`src/rtl/slave_i2c_pkg.sv`:
```
// slave_i2c_pkg: shared types and constants for the slave I2C transmit path
package slave_i2c_pkg;
   typedef enum logic [2:0] {IDLE, WAIT_DATA, LOAD, SHIFT, ACK} tx_state_t;
   localparam int BYTE_W = 8;
   localparam int BITCNT_W = 3;
   localparam logic [BITCNT_W-1:0] LAST_BIT = 3'd7;
endpackage

```
`src/rtl/slave_tx_hold_reg.sv`:
```
// slave_tx_hold_reg: one-byte holding register with valid/ready write and consume
module slave_tx_hold_reg
   import slave_i2c_pkg::*;
(
   input  logic              clk,
   input  logic              rst,
   input  logic [BYTE_W-1:0] wr_data,
   input  logic              wr_valid,
   output logic              wr_ready,
   input  logic              consume,
   output logic              full,
   output logic [BYTE_W-1:0] rd_data
);
   // consume only happens in LOAD, which requires full, so it never collides with a write
   always_ff @(posedge clk or posedge rst)
      if (rst) begin
         full <= 1'b0;
         rd_data <= '0;
      end else if (wr_valid && !full) begin
         full <= 1'b1;
         rd_data <= wr_data;
      end else if (consume) begin
         full <= 1'b0;
      end
   assign wr_ready = !full;
endmodule

```
`src/rtl/slave_tx_ctrl.sv`:
```
// slave_tx_ctrl: sequences byte load, MSB-first shift and master ACK/NACK for the slave
// read path, driving the downstream PISO and requesting SCL stretch while starved
module slave_tx_ctrl
   import slave_i2c_pkg::*;
#(
   parameter int CNT_W = 8
) (
   input  logic              slave_scl_sixt,
   input  logic              slave_rst,
   input  logic              slave_tx_start,
   input  logic              slave_stop,
   input  logic [BYTE_W-1:0] slave_tx_byte,
   input  logic              slave_tx_valid,
   output logic              slave_tx_ready,
   output logic [BYTE_W-1:0] slave_data,
   output logic              slave_load_data,
   output logic              slave_shift_data,
   input  logic              slave_serial_out_data,
   input  logic              slave_sda_in,
   output logic              slave_sda_oe,
   output logic              slave_sda_out,
   output logic              slave_scl_hold,
   output logic [CNT_W-1:0]  slave_byte_count,
   output logic              slave_tx_done,
   output logic              slave_nack
);
   tx_state_t state, state_nxt;
   logic [BITCNT_W-1:0] bit_cnt;
   logic hold_full;

   slave_tx_hold_reg u_hold (
      .clk      (slave_scl_sixt),
      .rst      (slave_rst),
      .wr_data  (slave_tx_byte),
      .wr_valid (slave_tx_valid),
      .wr_ready (slave_tx_ready),
      .consume  (state == LOAD),
      .full     (hold_full),
      .rd_data  (slave_data)
   );

   always_ff @(posedge slave_scl_sixt or posedge slave_rst)
      if (slave_rst) begin
         state <= IDLE;
         bit_cnt <= '0;
         slave_byte_count <= '0;
         slave_nack <= 1'b0;
         slave_tx_done <= 1'b0;
      end else begin
         state <= state_nxt;
         bit_cnt <= (state == SHIFT) ? bit_cnt + 1'b1 : '0;
         slave_tx_done <= (state != IDLE) && (slave_stop || (state == ACK && slave_sda_in));
         if (state == IDLE && slave_tx_start && !slave_stop) begin
            slave_byte_count <= '0;
            slave_nack <= 1'b0;
         end else if (state == ACK && !slave_stop) begin
            slave_byte_count <= (slave_byte_count == '1) ? slave_byte_count : slave_byte_count + 1'b1;
            slave_nack <= slave_nack | slave_sda_in;
         end
      end

   always_comb begin
      state_nxt = state;
      slave_scl_hold = 1'b0;
      slave_load_data = 1'b0;
      slave_shift_data = 1'b0;
      slave_sda_oe = 1'b0;
      case (state)
         IDLE:      state_nxt = !slave_tx_start ? IDLE : hold_full ? LOAD : WAIT_DATA;
         WAIT_DATA: begin
            slave_scl_hold = 1'b1;
            state_nxt = hold_full ? LOAD : WAIT_DATA;
         end
         LOAD:      begin
            slave_load_data = 1'b1;
            state_nxt = SHIFT;
         end
         SHIFT:     begin
            slave_sda_oe = 1'b1;
            slave_shift_data = bit_cnt != LAST_BIT;
            state_nxt = (bit_cnt == LAST_BIT) ? ACK : SHIFT;
         end
         ACK:       state_nxt = slave_sda_in ? IDLE : hold_full ? LOAD : WAIT_DATA;
         default:   state_nxt = IDLE;
      endcase
      if (slave_stop)
         state_nxt = IDLE;
   end

   assign slave_sda_out = slave_sda_oe ? slave_serial_out_data : 1'b1;
endmodule

```
`config.mk`:
```
export PLATFORM = sky130hd
export DESIGN_NAME = slave_tx_ctrl
export DESIGN_NICKNAME = d
export VERILOG_FILES = /design/src/rtl/slave_i2c_pkg.sv /design/src/rtl/slave_tx_hold_reg.sv /design/src/rtl/slave_tx_ctrl.sv
export SDC_FILE = /design/constraint.sdc
export NUM_CORES = 1
export LEC_CHECK = 0
export CORE_MARGIN = 2
export CORE_UTILIZATION = 49
export CTS_CLUSTER_SIZE = 12
export DETAILED_ROUTE_END_ITERATION = 7
export MAX_ROUTING_LAYER = met4
export PLACE_DENSITY = 0.86
export REMOVE_ABC_BUFFERS = 1
export SLEW_MARGIN = 20
export SYNTH_ARGS = -nofsm -noshare
export SYNTH_HDL_FRONTEND = slang
export SYNTH_SLANG_ARGS = --single-unit
```
`constraint.sdc`:
```
create_clock -name slave_scl_sixt -period 4.18 [get_ports slave_scl_sixt]
set_input_delay 1.045 -clock slave_scl_sixt [delete_from_list [all_inputs] [get_ports slave_scl_sixt]]
set_output_delay 1.045 -clock slave_scl_sixt [all_outputs]
set_load 0.05 [all_outputs]
```
# Yosys cells after proc, flatten, opt, wreduce, memory -nomap -nowiden
# Index checks and enable logic that the tools add are counted.
# classes
n_addsub,2
n_eq_ne,8
mux,19
n_bitwise,1
n_reduce_logical,14
# op_table
operator,count
two-way mux 8 bit,3
case mux 3 bit (5 select lines),1
two-way mux 3 bit,4
two-way mux 1 bit,9
adder 8 x 1 -> 8 bit (second input constant),1
== test 8 bit (second input constant),1
== test 3 x 2 -> 1 bit (second input constant),2
== test 3 bit (second input constant),2
logical AND 1 bit,6
two-way mux 2 bit,2
nonzero test 2 bit,2
adder 3 x 1 -> 3 bit (second input constant),1
== test 3 x 1 -> 1 bit (second input constant),1
logical NOT 3 bit,1
!= test 3 bit (second input constant),1
nonzero test 3 bit,1
logical NOT 1 bit,2
!= test 2 bit (second input constant),1
AND reduction 2 bit,1
logical OR 1 bit,1
bitwise OR 1 bit,1
# word_totals
regBits,25
in_bits,15
output_inout_bits,24

# Depth between registers and ports, before layout
# Gate-level depths: netlist of the first run.
# logic_depth
depth_word,5
mapped_depth,5
mapped_depth_nobuf,5

# Cells and area by module
# From an unflattened synthesis of the first run, not the netlist that was laid out.
# hier_totals
hier_cells,111
area_unflattened_um2,1256.2
# modules_own_cells
mod,n_inst,cells_each,area_per_inst_um2,seq_area_each_um2
slave_tx_ctrl,1,89,878.3,400.4
slave_tx_hold_reg,1,22,377.9,225.2

# Worst setup path after synthesis of the first run
# Ideal clock, no wire load.
# synth_timing
kind,reg-to-output
from,reg state[1]
to,out slave_shift_data
t_arrival_ns,1.680
required_time_ns,3.135
slack_ns,1.455
stages_incl_launch_ff,5
cell_sequence,dfrtp_1 > buf_6 > or2b_1 > or2_2 > nor2_1
# synth_via
elab_chain_cells,2
# synth_rtl
element,line_no,text
"start, declared",slave_tx_ctrl.sv:27,"tx_state_t state, state_nxt;"
"start signal, assigned",slave_tx_ctrl.sv:50,state <= state_nxt;
== test 3 x 2 -> 1 bit,slave_tx_ctrl.sv:68,case (state)
two-way mux 1 bit,slave_tx_ctrl.sv:68,
"end, declared",slave_tx_ctrl.sv:17,"output logic slave_shift_data,"
# Every way passes these cells.

# Worst setup path after layout of the first run
# layout_timing
from,in slave_serial_out_data
to,out slave_sda_out
# layout_via
elab_chain_cells,1
# layout_rtl
element,line_no,text
"start, declared",slave_tx_ctrl.sv:18,"input logic slave_serial_out_data,"
two-way mux 1 bit,slave_tx_ctrl.sv:90,assign slave_sda_out = slave_sda_oe ? slave_serial_out_data : 1'b1;
"end, declared",slave_tx_ctrl.sv:21,"output logic slave_sda_out,"
# Every way passes these cells.

==> results by group, run 1 <==
Status
  • Status: complete, no violations

Critical path
  • Worst path required time: 3.13 ns
  • R2R cell count: 4
  • Worst path cell trace: clkdlybuf4s50_1 -> or3_1 -> clkdlybuf4s50_1
  • Register-to-Register Setup Slack: 2.35 ns
  • Max stage delay on crit path: 0.71 ns
  • R2R Path End: slave_byte_count[7]
  • CP Capture Type: primary output
  • CP arrival: 2.49 ns
  • Worst Setup EP: slave_sda_out
  • Worst path slowest cell: clkdlybuf4s50_1
  • CP most frequent cell: clkdlybuf4s50_1
  • Startpoint type of the worst setup path: input pin
  • Worst R2R Start: state[0]
  • Crit-path max FO: 1
  • Crit path from: slave_serial_out_data
  • Setup CP Type: in -> out

Layout
  • Design area: 1660 µm²
  • Fill cells: 180
  • Area Overhead vs Synth: 32.5%
  • Antenna cell count: 0
  • Final core occ: 0.677
  • Ratio of cells with drive above 1 in the final layout: 0.185
  • Nets@finish: 165

Route
  • Routed vias: 970
  • ANT nets after route: 0
  • Final WL: 2480 µm
  • DRC: 0
  • Vias per inst: 5.51
  • Initial DRC count: 13
  • WL per Instance: 14.1 µm
  • Pre-Repair DR Iteration Count: 4

CTS
  • Num CTS Buffers: 3
  • H-tree depth: 1
  • CTS tree: yes
  • Postcts setup bufs: 0
  • Worst-path clk slew: 0.14 ns
  • Clk Tree Root Cell: clkbuf_4
  • Post-CTS Resized: 0
  • Clock latency on the worst-skew pair: 0.32 ns
  • # clock sinks: 25
  • Clock Path Buffers: 2
  • Cts hold-fix bufs: 0

Synth
  • Post-synth EDFFs: 0
  • Asr flop ratio synth: 1.00
  • Top FF cell, synth: dfrtp_1
  • Gate Count Post-Synth: 108
  • #FFs+latches synth: 25
  • Syn Area/Cell: 11.6 µm²
  • Unique masters post-synth: 39
  • Synth warnings: 0
  • Cell Area, Synth: 1250 µm²
  • Seq/Total Area, Yosys: 0.499

Timing
  • Finish-stage setup viols: 0
  • Worst Skew: 0.000674 ns
  • Worst Tran Pin Value: 0.878 ns
  • Final hold vios: 0
  • Slew Limit Fails: 0
  • Post-Route Setup TNS: 0 ns
  • Fmax: 283 MHz
  • Slew headroom: 0.411
  • Tmin final: 3.53 ns
  • Crit share post-route: 0.845
  • RSZ-0062 raised after global routing: no

GRT
  • Pin count of the biggest net entering global routing: 26
  • Initial antenna violation count: 0
  • Total gr overflow: 0
  • First-pass GRT wire length: 4020 µm
  • Most Used Layer, Global Route: met2
  • Met2 Usage GRT: 0.313
  • Met3 Track Usage GR: 0.0492
  • Grt met1 use: 0.240
  • Overall routing resource usage: 0.200
  • Vias in the first global route: 924

Floorplanning
  • Row count: 18
  • Die area: 2980 µm²
  • I/O pin cnt: 39
  • Core area: 2450 µm²
  • Die Wd: 54.6 µm
  • Die H: 54.6 µm
  • Initial Util: 0.511

Place
  • Post-DP HPWL: 1830 µm
  • Post-DP Area: 1630 µm²
  • I/O Buffers: 38
  • GPL Wtd Cong: 0.882

Flow run
  • Max Cap Viol: 0

Power and ir drop
  • Leak pwr: 0.746 nW
  • PwrDens: 538 nW/µm²
  • Worst VDD drop: 548 µV

Min path
  • Worst Hold Class: reg -> reg
==> synthesized netlist by cell type (2+ instances only) <==
master     n  area, µm²
a211o_2    2       20.0
a211oi_1   2       15.0
a21oi_1    4       20.0
and2_1     3       18.8
and3_1     3       18.8
buf_6      3       33.8
dfrtp_1   25        626
ha_1       3       37.5
inv_1      4       15.0
mux2_2     9        101
nand2_1    5       18.8
nand3_1    3       15.0
nand4_1    2       12.5
nor2_1     8       30.0
nor3_1     5       25.0
o21bai_1   2       15.0
o311a_2    2       22.5
or2_2      2       12.5
==> flip-flops by register name, indices dropped and copies added, names as in the netlist <==
register,count
u_hold.rd_data,8
slave_nack,1
slave_byte_count,8
slave_tx_done,1
u_hold.full,1
state,3
bit_cnt,3
==> critical path: cells and delay by family <==
family	cells	cell delay (ns)
buffers and inverters	2	1.10
AND/OR/NAND/NOR	1	0.34
==> cells by family (layout without fill, tap and decap cells) <==
| logic type | after synthesis | in the layout | share of synthesized area |
|---|---|---|---|
| mux | 10 | 10 | 0.0888 |
| buf+inv | 8 | 46 | 0.0419 |
| xor+xnor | 1 | 1 | 0.00699 |
| fa+ha+maj | 3 | 3 | 0.0299 |
| simple gates | 42 | 42 | 0.207 |
| flops | 25 | 25 | 0.499 |
| compound gates | 19 | 19 | 0.127 |
==> layout by cell type, fill, tap and decap left out, drive strengths merged, types with 2 or more instances in the layout <==
| cell type | instances |
|---|---|
| mux2 | 9 |
| and2 | 3 |
| clkbuf | 3 |
| dfrtp | 25 |
| o311a | 2 |
| o21bai | 2 |
| and3 | 3 |
| nand4 | 2 |
| a21oi | 4 |
| nor2 | 10 |
| a211oi | 2 |
| nor3 | 5 |
| nand3 | 3 |
| clkinv | 2 |
| o21ai | 2 |
| inv | 3 |
| a211o | 2 |
| or2 | 2 |
| nand2 | 5 |
| ha | 3 |
| clkdlybuf4s50 | 38 |
==> how the worst min path moves through the flow <==
stage,from,end,slack (ns),cells after the start
after detailed placement,bit_cnt[0],bit_cnt[0],0.43,1
after floorplan,bit_cnt[0],bit_cnt[0],0.41,1
after global placement,bit_cnt[0],bit_cnt[0],0.42,1
after global routing,bit_cnt[0],bit_cnt[0],0.47,1
final,bit_cnt[0],bit_cnt[0],0.45,1
after CTS,bit_cnt[0],bit_cnt[0],0.45,1
==> area by class of cell <==
cell class	count	area (µm²)	area share
Inverter	4	15.0	0.00904
Clock inverter	1	5.00	0.00301
Clock buffer	3	22.5	0.0136
Timing Repair Buffer	38	380	0.229
Sequential cell	25	626	0.377
Multi-Input combinational cell	75	576	0.346
Tap cell	30	37.5	0.0226
==> power by group <==
part | switching, mW | internal, mW
Sequential | 0.0430 | 0.295
Combinational | 0.283 | 0.162
Clock | 0.0747 | 0.0359
Total | 0.401 | 0.493
==> routing by layer <==
| layer | wire (µm) | vias up | share of wire |
|---|---|---|---|
| met5 | 0 | - | 0 |
| met4 | 33 | 0 | 0.013 |
| met3 | 132 | 4 | 0.053 |
| met2 | 1220 | 32 | 0.49 |
| met1 | 1100 | 462 | 0.44 |
| li1 | - | 472 | - |
==> metrics by stage <==
| stage | instances | hold WS (ns) | setup slack, ns | power (mW) |
|---|---|---|---|---|
| global route | 176 | 0.467 | 0.551 | 0.933 |
| finish | 176 | 0.445 | 0.650 | 0.894 |
| detailed placement | 172 | 0.430 | 0.649 | 0.787 |
| floorplan | 104 | 0.408 | 1.39 | 0.636 |
| CTS | 176 | 0.448 | 0.646 | 0.898 |
| global placement | 172 | 0.420 | 0.663 | 0.779 |
Note: power is estimated with default switching activity, not from simulation.
==> run 2: changes to the inputs <==
--- a/config.mk
+++ b/config.mk
@@ -6,11 +6,11 @@
 export NUM_CORES = 1
 export LEC_CHECK = 0
 export CORE_MARGIN = 2
-export CORE_UTILIZATION = 49
+export CORE_UTILIZATION = 41
 export CTS_CLUSTER_SIZE = 12
 export DETAILED_ROUTE_END_ITERATION = 7
 export MAX_ROUTING_LAYER = met4
-export PLACE_DENSITY = 0.86
+export PLACE_DENSITY = 0.77
 export REMOVE_ABC_BUFFERS = 1
 export SLEW_MARGIN = 20
 export SYNTH_ARGS = -nofsm -noshare
==> constraint.sdc (replaced) <==
create_clock -name slave_scl_sixt -period 3.15 [get_ports slave_scl_sixt]
set_input_delay 0.7875 -clock slave_scl_sixt [delete_from_list [all_inputs] [get_ports slave_scl_sixt]]
set_output_delay 0.7875 -clock slave_scl_sixt [all_outputs]
set_load 0.05 [all_outputs]
==> run 2 against run 1 <==
  * Clock skew rose by 0.0043 ns
  * Total power up 32%
  * Sequential power increased by 33%
  * Largest power group unchanged
  * Utilization decreased by 12 points
  * First-iteration DRC count fell by 31%
  * Non-clock buffer count grew 1
  * Global-route usage decreased by 3.5 points
  * Combinational power up 32%
==> results by group, run 2 (synthesis results as in run 1) <==
Timing
  • Worst Skew: 0.00494 ns (+0.00427 ns)
  • Tmin final: 2.96 ns
  • Final hold vios: 0 (unchanged)
  • Worst Tran Pin Value: 0.737 ns (-0.141 ns)
  • Slew Limit Fails: 0 (unchanged)
  • Slew headroom: 0.507 (+0.0964)
  • Finish-stage setup viols: 0 (unchanged)
  • Fmax: 338 MHz
  • Post-Route Setup TNS: 0 ns (unchanged)
  • Crit share post-route: 0.939
  • RSZ-0062 raised after global routing: no

Route
  • Pre-Repair DR Iteration Count: 4 (unchanged)
  • Initial DRC count: 9 (-4)
  • WL per Instance: 13.7 µm (-3.2%)
  • Vias per inst: 5.69 (+3.3%)
  • ANT nets after route: 0 (unchanged)
  • Routed vias: 1025 (+5.7%)
  • DRC: 0 (unchanged)
  • Final WL: 2460 µm (-1.0%)

Min path
  • Worst Hold Class: reg -> reg
  • Hold wc startpoint: bit_cnt[0]

GRT
  • Vias in the first global route: 1018 (+10%)
  • Overall routing resource usage: 0.165 (-0.0350)
  • First-pass GRT wire length: 4340 µm (+8.1%)
  • Initial antenna violation count: 0 (unchanged)
  • Total gr overflow: 0 (unchanged)
  • Pin count of the biggest net entering global routing: 26 (unchanged)

Critical path
  • Worst path cell trace: or2b_1 -> nor2_1 -> clkdlybuf4s50_1
  • Worst path slowest cell: clkdlybuf4s50_1
  • Startpoint type of the worst setup path: flop
  • Worst path required time: 2.36 ns (-0.77 ns)
  • CP Buf/Inv Count: 1 (-1)
  • Delay-heaviest family, CP: buffers and inverters
  • CP arrival: 2.17 ns (-0.32 ns)
  • Crit path from: state[1]
  • CP Capture Type: primary output
  • Max stage delay on crit path: 0.83 ns (+0.12 ns)
  • Setup CP Type: reg -> out
  • Worst R2R Start: state[0]
  • Crit-path max FO: 10 (+9)

Layout
  • Nets@finish: 166 (+0.61%)
  • Antenna cell count: 0 (unchanged)
  • Ratio of cells with drive above 1 in the final layout: 0.211 (+0.0260)
  • Top Registers: slave_byte_count: 8 flops, u_hold.rd_data: 8 flops
  • Area Overhead vs Synth: 32.8%
  • Leading cell type in the layout, fill and taps excluded: clkdlybuf4s50_1
  • Commonest cells after routing, fill and taps aside: 35 x clkdlybuf4s50_1, 25 x dfrtp_1, 9 x mux2_2
  • Design area: 1670 µm² (+0.23%)

CTS
  • H-tree depth: 1 (unchanged)
  • Clk Tree Root Cell: clkbuf_4
  • Worst-path clk slew: 0.13 ns (about the same)
  • Clock latency on the worst-skew pair: 0.32 ns (about the same)
  • Post-CTS Resized: 0 (unchanged)
  • Clock Path Buffers: 2 (unchanged)
  • Postcts setup bufs: 0 (unchanged)
  • CTS tree: yes
  • Num CTS Buffers: 3 (unchanged)
  • # clock sinks: 25 (unchanged)
  • Cts hold-fix bufs: 0 (unchanged)

Floorplanning
  • Initial Util: 0.421 (-0.0897)
  • Row count: 20 (+2)
  • Die Wd: 59.3 µm (+8.6%)
  • Die H: 59.3 µm (+8.6%)
  • Die area: 3520 µm² (+18%)
  • Core area: 2980 µm² (+21%)
  • I/O pin cnt: 39 (unchanged)

Place
  • I/O Buffers: 38 (unchanged)
  • Post-DP Area: 1640 µm² (+0.23%)
  • Post-DP HPWL: 1890 µm (+3.0%)
  • GPL Wtd Cong: 0.775 (-12%)

Flow run
  • Max Cap Viol: 0 (unchanged)

Power and ir drop
  • PwrDens: 708 nW/µm² (+32%)
  • Worst VDD drop: 512 µV (-6.5%)
  • Leak pwr: 0.758 nW (+1.6%)

Status
  • Status: complete, no violations
## run 2: layer usage
| layer | share of wire | up-vias | GRT usage |
|---|---|---|---|
| met4 | 0.021 | 0 | 0.0519 |
| met2 | 0.50 | 42 | 0.279 |
| met1 | 0.43 | 500 | 0.203 |
| met5 | 0 | - | - |
| met3 | 0.042 | 11 | 0.0218 |
| li1 | - | 472 | - |
## run 2: worst paths after layout
check | end | slack [ns] | cells past startpoint
max | slave_load_data | 0.19 | 3
min | bit_cnt[0] | 0.47 | 1
max reg2reg | slave_byte_count[7] | 1.32 | 4
min reg2reg | bit_cnt[0] | 0.47 | 1
max in group asynchronous | slave_byte_count[2] | 2.12 | 3
min in group asynchronous | slave_byte_count[6] | 0.79 | 3
## run 2: report_power, final
part / total [mW] / switching [mW] / internal (mW)
clock network: 0.142 / 0.0944 / 0.0476
logic: 0.587 / 0.373 / 0.214
registers: 0.450 / 0.0576 / 0.392
## run 2: area by class of cell
type	count	area, µm²
tap	33	41.3
multi-input combinational	75	576
fill	269	1310
sequential	25	626
clock buffer	3	22.5
inverter	4	15.0
clock inverter	1	5.00
timing repair buffer	39	380
## run 2: through the flow
step / setup slack, ns / util / hold slack (ns) / cells / total power [mW]
final: 0.191 / 0.559 / 0.467 / 180 / 1.18
after global routing: 0.0736 / 0.559 / 0.489 / 180 / 1.24
after CTS: 0.179 / 0.559 / 0.480 / 180 / 1.19
after detailed placement: 0.555 / 0.550 / 0.459 / 176 / 1.05
after global placement: 0.580 / 0.550 / 0.418 / 176 / 1.03
after floorplan: 0.619 / - / 0.408 / 104 / 0.844
==> run 3: changes to the inputs <==
--- a/config.mk
+++ b/config.mk
@@ -7,8 +7,10 @@
 export LEC_CHECK = 0
 export CORE_MARGIN = 2
 export CORE_UTILIZATION = 41
+export CTS_CLUSTER_DIAMETER = 80
 export CTS_CLUSTER_SIZE = 12
 export DETAILED_ROUTE_END_ITERATION = 7
+export GPL_TIMING_DRIVEN = 0
 export MAX_ROUTING_LAYER = met4
 export PLACE_DENSITY = 0.77
 export REMOVE_ABC_BUFFERS = 1
==> run 3 against run 2 <==
  * Fmax decreased by 2.4%
  * Sequential share of layout area grew 0.085 points
  * Routed wire length is 0.98% higher
  * Die area stayed put
  * Clock skew about the same
  * Critical path depth did not move
  * Non-clock buffer count down 1
  * Largest cell class unchanged
==> results by group, run 3 (synthesis results as in run 1) <==
Floorplanning
  • I/O pin cnt: 39 (unchanged)
  • Die area: 3520 µm² (unchanged)
  • Die Wd: 59.3 µm (unchanged)
  • Die H: 59.3 µm (unchanged)
  • Row count: 20 (unchanged)
  • Core area: 2980 µm² (unchanged)
  • Initial Util: 0.421 (unchanged)

Power and ir drop
  • Sw Share: 0.443 (-0.00217)
  • Combinational share of power: 0.497 (about the same)
  • P_int: 0.654 mW (about the same)
  • Clock Power Share: 0.120 (about the same)
  • Seq pwr share: 0.383 (+0.002)
  • Worst VDD drop: 466 µV (-8.9%)
  • P_sw: 0.520 mW (-0.86%)
  • Leak pwr: 0.756 nW (-0.27%)
  • PwrDens: 707 nW/µm² (-0.15%)

Layout
  • Design area: 1660 µm² (-0.23%)
  • Commonest cells after routing, fill and taps aside: 36 x clkdlybuf4s50_1, 25 x dfrtp_1, 9 x mux2_2
  • Antenna cell count: 0 (unchanged)
  • Register area: 626 µm² (unchanged)
  • Fill cells: 270 (+0.37%)
  • Area Overhead vs Synth: 32.5%
  • Leading cell type in the layout, fill and taps excluded: clkdlybuf4s50_1
  • Area of the multi-input gates: 576 µm² (unchanged)
  • Ratio of cells with drive above 1 in the final layout: 0.178 (-0.0328)
  • Top Registers: slave_byte_count: 8 flops, u_hold.rd_data: 8 flops
  • Final Non-Filler Cells: 179 (-0.56%)
  • Nets@finish: 165 (-0.60%)

Timing
  • Slew headroom: 0.384 (-0.123)
  • Finish-stage setup viols: 0 (unchanged)
  • RSZ-0062 raised after global routing: no
  • Fmax: 330 MHz (-2.4%)
  • Crit share post-route: 0.962 (+0.0227)
  • Tmin final: 3.03 ns (+0.0716 ns)
  • Worst setup margin: 0.120 ns (-0.0716 ns)
  • Worst Skew: 0.00487 ns (-0.0000688 ns)
  • Worst Tran Pin Value: 0.923 ns (+0.186 ns)
  • Final hold slack: 0.439 ns (-0.0284 ns)
  • Slew Limit Fails: 0 (unchanged)
  • Post-Route Setup TNS: 0 ns (unchanged)
  • Final hold vios: 0 (unchanged)

GRT
  • Initial antenna violation count: 0 (unchanged)
  • First-pass GRT wire length: 4270 µm (-1.6%)
  • Total gr overflow: 0 (unchanged)
  • Overall routing resource usage: 0.156 (-0.00879)
  • Vias in the first global route: 984 (-3.3%)
  • Pin count of the biggest net entering global routing: 26 (unchanged)

CTS
  • Worst-path clk slew: 0.13 ns (about the same)
  • H-tree depth: 1 (unchanged)
  • Postcts setup bufs: 0 (unchanged)
  • Clock Path Buffers: 2 (unchanged)
  • Clock latency on the worst-skew pair: 0.31 ns (about the same)
  • Cts hold-fix bufs: 0 (unchanged)
  • # clock sinks: 25 (unchanged)
  • CTS tree: yes
  • Clk Tree Root Cell: clkbuf_4
  • Num CTS Buffers: 3 (unchanged)

Route
  • DRC: 0 (unchanged)
  • Pre-Repair DR Iteration Count: 4 (unchanged)
  • Final WL: 2480 µm (+0.98%)
  • ANT nets after route: 0 (unchanged)
  • WL per Instance: 13.9 µm (+1.5%)
  • Routed vias: 974 (-5.0%)
  • Vias per inst: 5.44 (-4.4%)
  • Initial DRC count: 33 (+24)

Critical path
  • CP most frequent cell: clkdlybuf4s50_1
  • Worst path cell trace: clkdlybuf4s50_1 -> or3_1 -> clkdlybuf4s50_1
  • R2R Path End: slave_byte_count[7]
  • Register-to-Register Setup Slack: 1.34 ns (+0.02 ns)
  • Setup CP Type: in -> out
  • CP arrival: 2.24 ns (+0.07 ns)
  • Worst R2R Start: state[0]
  • Startpoint type of the worst setup path: input pin
  • Worst path slowest cell: clkdlybuf4s50_1
  • Max stage delay on crit path: 0.71 ns (-0.12 ns)
  • Crit-path max FO: 1 (-9)
  • Worst path required time: 2.36 ns (about the same)
  • R2R cell count: 4 (unchanged)
  • CP Capture Type: primary output

Place
  • Cells after DPL: 175 (-0.57%)
  • Setup WS pre-CTS: 0.107 ns (-0.448 ns)
  • Post-DP Area: 1640 µm² (unchanged)
  • GPL Wtd Cong: 0.728 (-6.0%)
  • I/O Buffers: 38 (unchanged)
  • Post-DP HPWL: 1830 µm (-3.4%)

Min path
  • Worst Hold Class: reg -> reg
  • Hold wc startpoint: bit_cnt[0]
  • Hold EP: bit_cnt[0]
  • Hold Path Stages: 1 (unchanged)

Flow run
  • Max Cap Viol: 0 (unchanged)

Status
  • Status: complete, no violations
run 3: cell count changes in the layout (fill, tap and decap cells not counted), sizes merged:
cell           previous run  this run
buf                       4         0
dlygate4sd2               0         2
clkbuf                    3         4
clkdlybuf4s50            35        36
clkinv                    1         0
run 3: area by class of cell:
type                    count  area share
repair buffers             38       0.227
well taps                  33      0.0248
flip-flops and latches     25       0.377
multi-input cells          75       0.346
clock buffers               4      0.0158
inverters                   4     0.00904
run 3: timing repair:
item                       CTS  global route
resized for setup            2             0
hold endpoints to repair     0             0
setup endpoints to repair    2             0
run 3: critical path: cells and delay by family:
family / cells / cell delay, ns
buffers and inverters: 2 / 1.11
AND/OR/NAND/NOR: 1 / 0.35
run 3: through the flow:
| stage | util | power [mW] |
|---|---|---|
| final | 0.558 | 1.17 |
| after global routing | 0.558 | 1.23 |
| after CTS | 0.558 | 1.19 |
| after detailed placement | 0.550 | 1.05 |
| after global placement | 0.550 | 1.03 |
| after floorplan | - | 0.844 |
run 3: layer usage:
| layer | vias to the layer above | GRT usage | wire [µm] |
|---|---|---|---|
| met5 | - | - | 0 |
| met4 | 0 | 0.0195 | 0 |
| met3 | 0 | 0.0197 | 90 |
| met2 | 26 | 0.264 | 1260 |
| met1 | 477 | 0.206 | 1130 |
| li1 | 471 | - | - |
run 3: power by group through the flow:
stage	sequential, mW	combinational (mW)	clock, mW
2_1_floorplan	0.651	0.193	0
3_3_place_gp	0.451	0.583	0
3_5_place_dp	0.456	0.590	0
4_1_cts	0.451	0.590	0.147
5_1_grt	0.464	0.613	0.154
6_report	0.449	0.584	0.141
run 3: worst max-delay path by stage:
stage,cells after the start,startpoint,endpoint,slack [ns]
finish,3,slave_serial_out_data,slave_sda_out,0.12
global route,3,state[1],slave_sda_out,0.03
CTS,3,slave_serial_out_data,slave_sda_out,0.11
detailed placement,3,slave_serial_out_data,slave_sda_out,0.11
global placement,3,slave_serial_out_data,slave_sda_out,0.15
floorplan,3,state[1],slave_shift_data,0.62
